## config.mk

```make
export PLATFORM = sky130hd
export DESIGN_NAME = seg_scan_driver
export DESIGN_NICKNAME = d
export VERILOG_FILES = /design/src/rtl/seg_scan_driver.sv
export SDC_FILE = /design/constraint.sdc
export NUM_CORES = 1
export LEC_CHECK = 0
export ABC_AREA = 1
export BUFFER_PORTS_ARGS = -buffer_cell sky130_fd_sc_hd__buf_4
export CORE_ASPECT_RATIO = 1.4
export CORE_MARGIN = 8
export CORE_UTILIZATION = 47
export CTS_CLUSTER_DIAMETER = 50
export CTS_CLUSTER_SIZE = 14
export DETAILED_ROUTE_END_ITERATION = 6
export GPL_TIMING_DRIVEN = 0
export PLACE_DENSITY = 0.74
export SLEW_MARGIN = 20
export SYNTH_ARGS = -nofsm -noshare
export SYNTH_HDL_FRONTEND = slang
export SYNTH_SLANG_ARGS = --single-unit
```

## constraint.sdc

```tcl
create_clock -name clk -period 14.15 [get_ports clk]
set_input_delay 0.7075 -clock clk [delete_from_list [all_inputs] [get_ports clk]]
set_output_delay 0.7075 -clock clk [all_outputs]
set_load 0.02 [all_outputs]
```

## src/rtl/seg_scan_driver.sv

```systemverilog
// Time-multiplexed 7-segment scanner: prescaled digit scan, blink timer,
// frame-synchronous tear-free loading and optional leading-zero blanking.
module seg_scan_driver #(
    parameter int DIGITS     = 8,
    parameter int SCAN_DIV   = 50000,
    parameter int BLINK_DIV  = 64,
    parameter int ACTIVE_LOW = 1
) (
    input  logic                  clk,
    input  logic                  rst,
    input  logic                  load,
    input  logic [4*DIGITS-1:0]   hexs,
    input  logic [DIGITS-1:0]     points,
    input  logic [DIGITS-1:0]     les,
    input  logic                  mode,
    input  logic [8*DIGITS-1:0]   raw,
    input  logic                  lz_en,
    output logic [DIGITS-1:0]     an,
    output logic [7:0]            seg,
    output logic                  busy,
    output logic                  frame_done,
    output logic                  flash
);

    localparam int PW = $clog2(SCAN_DIV);
    localparam int IW = $clog2(DIGITS);
    localparam int FW = (BLINK_DIV > 1) ? $clog2(BLINK_DIV) : 1;

    localparam logic [PW-1:0]     PRESC_LAST = PW'(SCAN_DIV - 1);
    localparam logic [IW-1:0]     IDX_LAST   = IW'(DIGITS - 1);
    localparam logic [FW-1:0]     FRM_LAST   = FW'(BLINK_DIV - 1);
    localparam logic [DIGITS-1:0] AN_ONE     = DIGITS'(1);

    function automatic logic [6:0] hex_to_seg(input logic [3:0] nib);
        case (nib)
            4'h0: hex_to_seg = 7'h3F;
            4'h1: hex_to_seg = 7'h06;
            4'h2: hex_to_seg = 7'h5B;
            4'h3: hex_to_seg = 7'h4F;
            4'h4: hex_to_seg = 7'h66;
            4'h5: hex_to_seg = 7'h6D;
            4'h6: hex_to_seg = 7'h7D;
            4'h7: hex_to_seg = 7'h07;
            4'h8: hex_to_seg = 7'h7F;
            4'h9: hex_to_seg = 7'h6F;
            4'hA: hex_to_seg = 7'h77;
            4'hB: hex_to_seg = 7'h7C;
            4'hC: hex_to_seg = 7'h39;
            4'hD: hex_to_seg = 7'h5E;
            4'hE: hex_to_seg = 7'h79;
            default: hex_to_seg = 7'h71;
        endcase
    endfunction

    logic [PW-1:0] presc;
    logic [IW-1:0] idx;
    logic [FW-1:0] frm;
    logic          tick;
    logic          wrap;

    logic [4*DIGITS-1:0] pend_hex, disp_hex;
    logic [DIGITS-1:0]   pend_pts, disp_pts;
    logic [DIGITS-1:0]   pend_les, disp_les;
    logic                pend_mode, disp_mode;
    logic [8*DIGITS-1:0] pend_raw, disp_raw;
    logic                pend_lz, disp_lz;

    logic [DIGITS-1:0] lz_blank;
    logic              upper_zero;
    logic [3:0]        nib;
    logic [7:0]        raw_byte;
    logic              digit_blank;
    logic [7:0]        seg_next;

    logic [DIGITS-1:0] an_p0;
    logic [7:0]        seg_p0;
    logic              wrap_p0;

    assign tick = (presc == PRESC_LAST);
    assign wrap = tick && (idx == IDX_LAST);

    // Scan timing: prescaler, digit index, blink frame counter
    always_ff @(posedge clk or posedge rst) begin
        if (rst) begin
            presc <= '0;
            idx   <= '0;
            frm   <= '0;
            flash <= 1'b0;
        end else begin
            presc <= tick ? '0 : presc + 1'b1;
            if (tick)
                idx <= (idx == IDX_LAST) ? '0 : idx + 1'b1;
            if (wrap) begin
                frm <= (frm == FRM_LAST) ? '0 : frm + 1'b1;
                if (frm == FRM_LAST)
                    flash <= ~flash;
            end
        end
    end

    // Load path: pending registers swap into display only at a frame wrap
    always_ff @(posedge clk or posedge rst) begin
        if (rst) begin
            busy      <= 1'b0;
            pend_hex  <= '0;
            pend_pts  <= '0;
            pend_les  <= '0;
            pend_mode <= 1'b0;
            pend_raw  <= '0;
            pend_lz   <= 1'b0;
            disp_hex  <= '0;
            disp_pts  <= '0;
            disp_les  <= '0;
            disp_mode <= 1'b0;
            disp_raw  <= '0;
            disp_lz   <= 1'b0;
        end else if (load && wrap) begin
            busy      <= 1'b0;
            disp_hex  <= hexs;
            disp_pts  <= points;
            disp_les  <= les;
            disp_mode <= mode;
            disp_raw  <= raw;
            disp_lz   <= lz_en;
        end else begin
            if (load) begin
                busy      <= 1'b1;
                pend_hex  <= hexs;
                pend_pts  <= points;
                pend_les  <= les;
                pend_mode <= mode;
                pend_raw  <= raw;
                pend_lz   <= lz_en;
            end
            if (wrap && busy) begin
                busy      <= 1'b0;
                disp_hex  <= pend_hex;
                disp_pts  <= pend_pts;
                disp_les  <= pend_les;
                disp_mode <= pend_mode;
                disp_raw  <= pend_raw;
                disp_lz   <= pend_lz;
            end
        end
    end

    // A digit is a leading zero when it and every digit above it are zero
    always_comb begin
        lz_blank   = '0;
        upper_zero = 1'b1;
        for (int i = DIGITS - 1; i >= 1; i--) begin
            upper_zero  = upper_zero && (disp_hex[4*i +: 4] == 4'h0);
            lz_blank[i] = upper_zero;
        end
    end

    always_comb begin
        nib         = disp_hex[{idx, 2'b00} +: 4];
        raw_byte    = disp_raw[{idx, 3'b000} +: 8];
        digit_blank = (disp_les[idx] && flash) ||
                      (!disp_mode && disp_lz && lz_blank[idx]);
        seg_next    = disp_mode ? raw_byte : {disp_pts[idx], hex_to_seg(nib)};
        if (digit_blank)
            seg_next = 8'h00;
    end

    // Output stage p0: registered active-high drive, frame_done aligned to digit 0
    always_ff @(posedge clk or posedge rst) begin
        if (rst) begin
            an_p0      <= '0;
            seg_p0     <= '0;
            wrap_p0    <= 1'b0;
            frame_done <= 1'b0;
        end else begin
            an_p0      <= AN_ONE << idx;
            seg_p0     <= seg_next;
            wrap_p0    <= wrap;
            frame_done <= wrap_p0;
        end
    end

    assign an  = (ACTIVE_LOW != 0) ? ~an_p0  : an_p0;
    assign seg = (ACTIVE_LOW != 0) ? ~seg_p0 : seg_p0;

endmodule

```

== Yosys cells after proc, flatten, opt, wreduce, memory -nomap -nowiden ==
Memories as Yosys holds them, arrays and structs flattened.
Index checks and enable logic that the tools add are counted.

* $add $sub $neg: 3
* Magnitude comparators: 1
* Eq/ne operators: 3
* Shifts and indexed selects: 3
* Mux-type cells: 26
* Bitwise logic cells: 4
* Reduce and logical (&&, ||, !) cells: 25

{| class="wikitable"
|+ Operators by type and width
! kind !! number
|-
| $mux W64 || 2
|-
| $mux W32 || 2
|-
| $shiftx A64 B7 Y8 || 1
|-
| $mux W8 || 6
|-
| $shiftx A32 B6 Y4 || 1
|-
| $logic_not A4 Y1 || 7
|-
| $add A16 B1 Y16 const B || 1
|-
| $eq A16 B16 Y1 const B || 1
|-
| $mux W16 || 1
|-
| $not A8 Y8 || 2
|-
| $logic_and A1 B1 Y1 || 12
|-
| $mux W1 || 10
|-
| $bmux W1 S3 || 3
|-
| $shl A1 B3 Y8 const A || 1
|-
| $add A6 B1 Y6 const B || 1
|-
| $eq A6 B6 Y1 const B || 1
|-
| $mux W6 || 1
|-
| $lt A3 B4 Y1 const B || 1
|-
| $reduce_and A2 Y1 || 2
|-
| $add A3 B1 Y3 const B || 1
|-
| $eq A3 B3 Y1 const B || 1
|-
| $mux W3 || 1
|-
| $reduce_bool A3 Y1 || 1
|-
| $not A1 Y1 || 2
|-
| 3 further kinds || 3
|}

* Register bits after elaboration: 273
* ROM bits: 112
* Word-level logic and storage cells: 87
* Memories: 1

{| class="wikitable"
|+ Memories
! memory !! words !! bits a word !! rd ports !! clocked after memory_dff !! wr ports !! line !! text
|-
| (name not given) || 16 || 7 || 1 || 0 || 0 || 35 || <nowiki>case (nib)</nowiki>
|}

== Depth between registers and ports, before layout ==
* Depth after elaboration: 12
* Depth in mapped cells: 16
* Mapped depth without buffers: 14

== Worst setup path before layout ==
No wires, ideal clock.

* Path kind: reg-to-reg
* Start: register idx[0]
* End: register seg_p0[2]
* Data arrival time: 1927 ps
* Required time: 14031 ps
* Path slack: 12104 ps
* Cell stages (with the launch flop): 16
* Buffers on the path: 3
* Clock period less this slack: 2046 ps
* Path through: dfrtp_1 -> clkbuf_1 -> buf_2 -> buf_2 -> nand2_1 -> nand2_1 -> nand3_1 -> nand2_1 -> inv_1 -> ha_1 -> inv_1 -> nand3_1 -> nand2_1 -> nand3_1 -> nand2_1 -> nor2_1

* Word-level cells in the longest chain between the ends: 5

{| class="wikitable"
|+ RTL lines
! what !! line !! text
|-
| from (decl) || 56 || <nowiki>logic [IW-1:0] idx;</nowiki>
|-
| from (signal assigned) || 92 || <nowiki>idx <= (idx == IDX_LAST) ? '0 : idx + 1'b1;</nowiki>
|-
| branches (longest 4 deep; another with $mem_v2 Z16 W7) || - ||
|-
| $mux W8 * || 163 || <nowiki>if (digit_blank)</nowiki>
|-
| net seg_next[2] || 73 || <nowiki>logic [7:0] seg_next;</nowiki>
|-
| to (signal assigned) || 176 || <nowiki>seg_p0 <= seg_next;</nowiki>
|-
| to (decl) || 76 || <nowiki>logic [7:0] seg_p0;</nowiki>
|}

Mark *: on every way through the listed nets, which the timed path passes. The select of a mux whose other input is x is not followed.
A chain may end at the register's enable or synchronous reset.

== Worst setup path in the final report ==
* Start: register idx[0]
* End: register seg_p0[5]

Same word-level chain as after synthesis.

==> metrics <==
outcome complete, no violations; Main synth FF type dfrtp_1; ys async rst share 100%; Post-synth EDFFs 0; TritonCTS clock tree built; HPWL Detailed 28700 um; Final Instance Count excl. Fillers 2583; WP depth 14; Setup violations, final 0; vias in the first global route 12800; Hold Crit Class primary input to asynchronous set/reset pin; gate count of the mapped netlist 2021; Setup crit end kind register; cell count after placement 2542; final worst setup slack 11.34 ns; most frequent cell after synthesis nand2_1; post-synth top area cell dfrtp_1; Final Hold Violating Endpoints 0; crit path cell chain clkbuf_1, buf_2, buf_2, nand2_1, nand2_1, nand3_1, nand2_1, inv_1, ha_1, inv_1, nand3_1, nand3_1, nand2_1, a21oi_1; layout cells sized above 1 9.87%; Setup Buffers After CTS 0; Residual DRC 0; Ports 136; initial DRC count 886; final net count 2316; Max Freq 356 MHz; die area 35900 um2; NetSw 398 uW; Root Driver clkbuf_16; Commonest cells post-synth nand2_1 (818), nor2_1 (297), dfrtp_1 (273); Max VDD drop 0.0811 mV; # hold bufs at CTS 0; Flop pwr share 48.3%; Max FO, Critical Path 10; Synth top area share 48.4%; post-synthesis cell type count 30; cell family with most CP delay buffers and inverters; FILL cells 2747; reg2reg path depth 14; antenna violations before repair 0; cell internal pwr 1.31 mW; Mean Syn Cell Area 6.98 um2; crit path time final 2.81 ns; Seq cells post-synth 273; wire length per cell 15.2 um; port buffer count 134; ant diodes 0; Layout area overhead 17.3%; worst skew pair latency 0.55 ns; Final ANT Viol Nets 0; Total Wirelength 39300 um; clk slew on worst S/H paths 0.07 ns; Critical Path RT 14.60 ns; Ys Warns 0; RSZ-0062 raised after global routing no; Slowest cell on crit path dfrtp_1; Syn Nets 2152; startpoint types register; Worst-Margin Slew 0.921 ns; Sink Count 273; Leakage 9.60 nW; slew margin rel. 38.6%; GRT Total Usage 21.8%; final period utilization 19.8%; vias post-DR 13000; Fin Setup TNS 0 ns; crit path DAT 3.26 ns; H-tree depth 1; Comb power frac 7.8%; Setup Skew 0.0177 ns; grt ovf 0; Initial Util 47.4%; Chip Width 162 um; vias per cell 5.02; Final Cell Area 16600 um2; Post-DP Area 15700 um2; clock share of power 43.9%; Core ar. 29700 um2; largest net degree at the start of global routing 107; gpl congestion 0.879; cts repair resizes 0; max-cap violations 0; delay of the slowest critical-path stage 0.42 ns; fin. max-slew vios 0; Pwr per Cell Area 103 nW/um2; first-pass GRT wire length 64000 um; Syn Std Cell Area 14100 um2; Sw Share 23.3%; Buf/Inv on CP 5; Post-Place Setup Slack 10.84 ns; clk buf depth 3; CTS Buf Count 26; floorplan row count 75; Crit Path Class register to register; Synth area leaders dfrtp_1 (48%), nand2_1 (22%), nor2_1 (7.9%), nand3_1 (6.4%), inv_1 (5.8%); Pre-antenna DRT Iters 5; Die Y 221 um; Crit path top cell by count nand2_1; post-synthesis sequential area ratio 48.4%
==> flip-flops by register name, indices dropped and copies added, names as in the netlist, 3 cells and up <==
signal    cells
presc        16
disp_raw     64
disp_les      8
disp_pts      8
pend_hex     32
an_p0         8
seg_p0        8
pend_raw     64
frm           6
idx           3
disp_hex     32
pend_les      8
pend_pts      8
==> cells by family (layout without fill, tap and decap cells) <==
group                      Yosys count  count (layout)  share of synthesized area, %
AOI/OAI and AO/OA                   74              74                          3.03
xor gates and xnor gates            10              10                         0.621
adders and majority gates           14              14                          1.24
buffers and inverters              329             506                          9.37
DFF                                273             273                          48.4
and+or+nand+nor                   1321            1321                          37.3
==> power by group through the flow <==
| stage | Clock [mW] | Combinational, mW | Sequential (mW) |
|---|---|---|---|
| after floorplan | 0 | 0.0804 | 0.835 |
| after global placement | 0 | 0.128 | 0.838 |
| after detailed placement | 0 | 0.134 | 0.838 |
| after CTS | 0.764 | 0.135 | 0.824 |
| after global routing | 0.793 | 0.153 | 0.827 |
| final | 0.751 | 0.133 | 0.824 |
==> layer usage <==
layer	share of wire, %	up-vias	wire (um)	GRT usage [%]
met5	0	-	0	0
met4	4.0	0	1560	9.58
met3	5.2	96	2040	2.62
met2	49	375	19400	37.6
met1	42	6061	16300	26.8
li1	-	6431	-	-
==> layout make-up <==
cell class | instances | area [um2] | area share, %
clock buffers | 32 | 714 | 4.32
plain buffers | 109 | 497 | 3.00
clock inverters | 9 | 180 | 1.09
inverters | 220 | 833 | 5.03
multi-input cells | 1419 | 5950 | 36.0
repair buffers | 136 | 1060 | 6.41
well taps | 385 | 482 | 2.91
flip-flops and latches | 273 | 6830 | 41.3
==> final timing paths <==
check                      startpoint           end  slack [ns]
hold reg to reg               wrap_p0    frame_done        0.35
hold / removal                    rst  pend_raw[30]        0.26
min in group clk              wrap_p0    frame_done        0.35
setup reg to reg               idx[0]     seg_p0[5]       11.34
max in group asynchronous         rst   pend_les[1]       12.92
setup / recovery               idx[0]     seg_p0[5]       11.34
==> cell usage in the layout, fill, tap and decap left out <==
master      count
xnor2_1         2
clkinvlp_4      1
o21ai_0        42
nand2_1       818
ha_1           14
clkbuf_16      27
or2_2           2
nand4_1        12
buf_2          22
inv_6           1
inv_2           1
o22ai_1         2
clkinv_1        1
buf_16          2
inv_1         217
clkbuf_8        2
nand3_1       180
clkinv_2        1
nor2_1        297
xor2_1          8
o221ai_1        1
o21a_1          1
dfrtp_1       273
nor3_1          4
buf_6           4
nor4_4          1
o21ai_2         1
nor4_1          4
nand2_2         2
buf_1          16
o2111ai_1       8
buf_4         142
bufinv_16       5
a21oi_1        13
inv_8           1
nor2_4          1
o211ai_1        6
clkinv_4        1
clkbuf_1       62
==> per-stage QoR <==
stage	hold WS, ns	utilization, %	power [mW]
after floorplan	0.331	-	0.916
after global placement	0.332	52.4	0.967
after detailed placement	0.335	52.6	0.972
after CTS	0.278	55.6	1.72
after global routing	0.327	55.6	1.77
final	0.256	55.6	1.71
(Power assumes the default switching activity.)
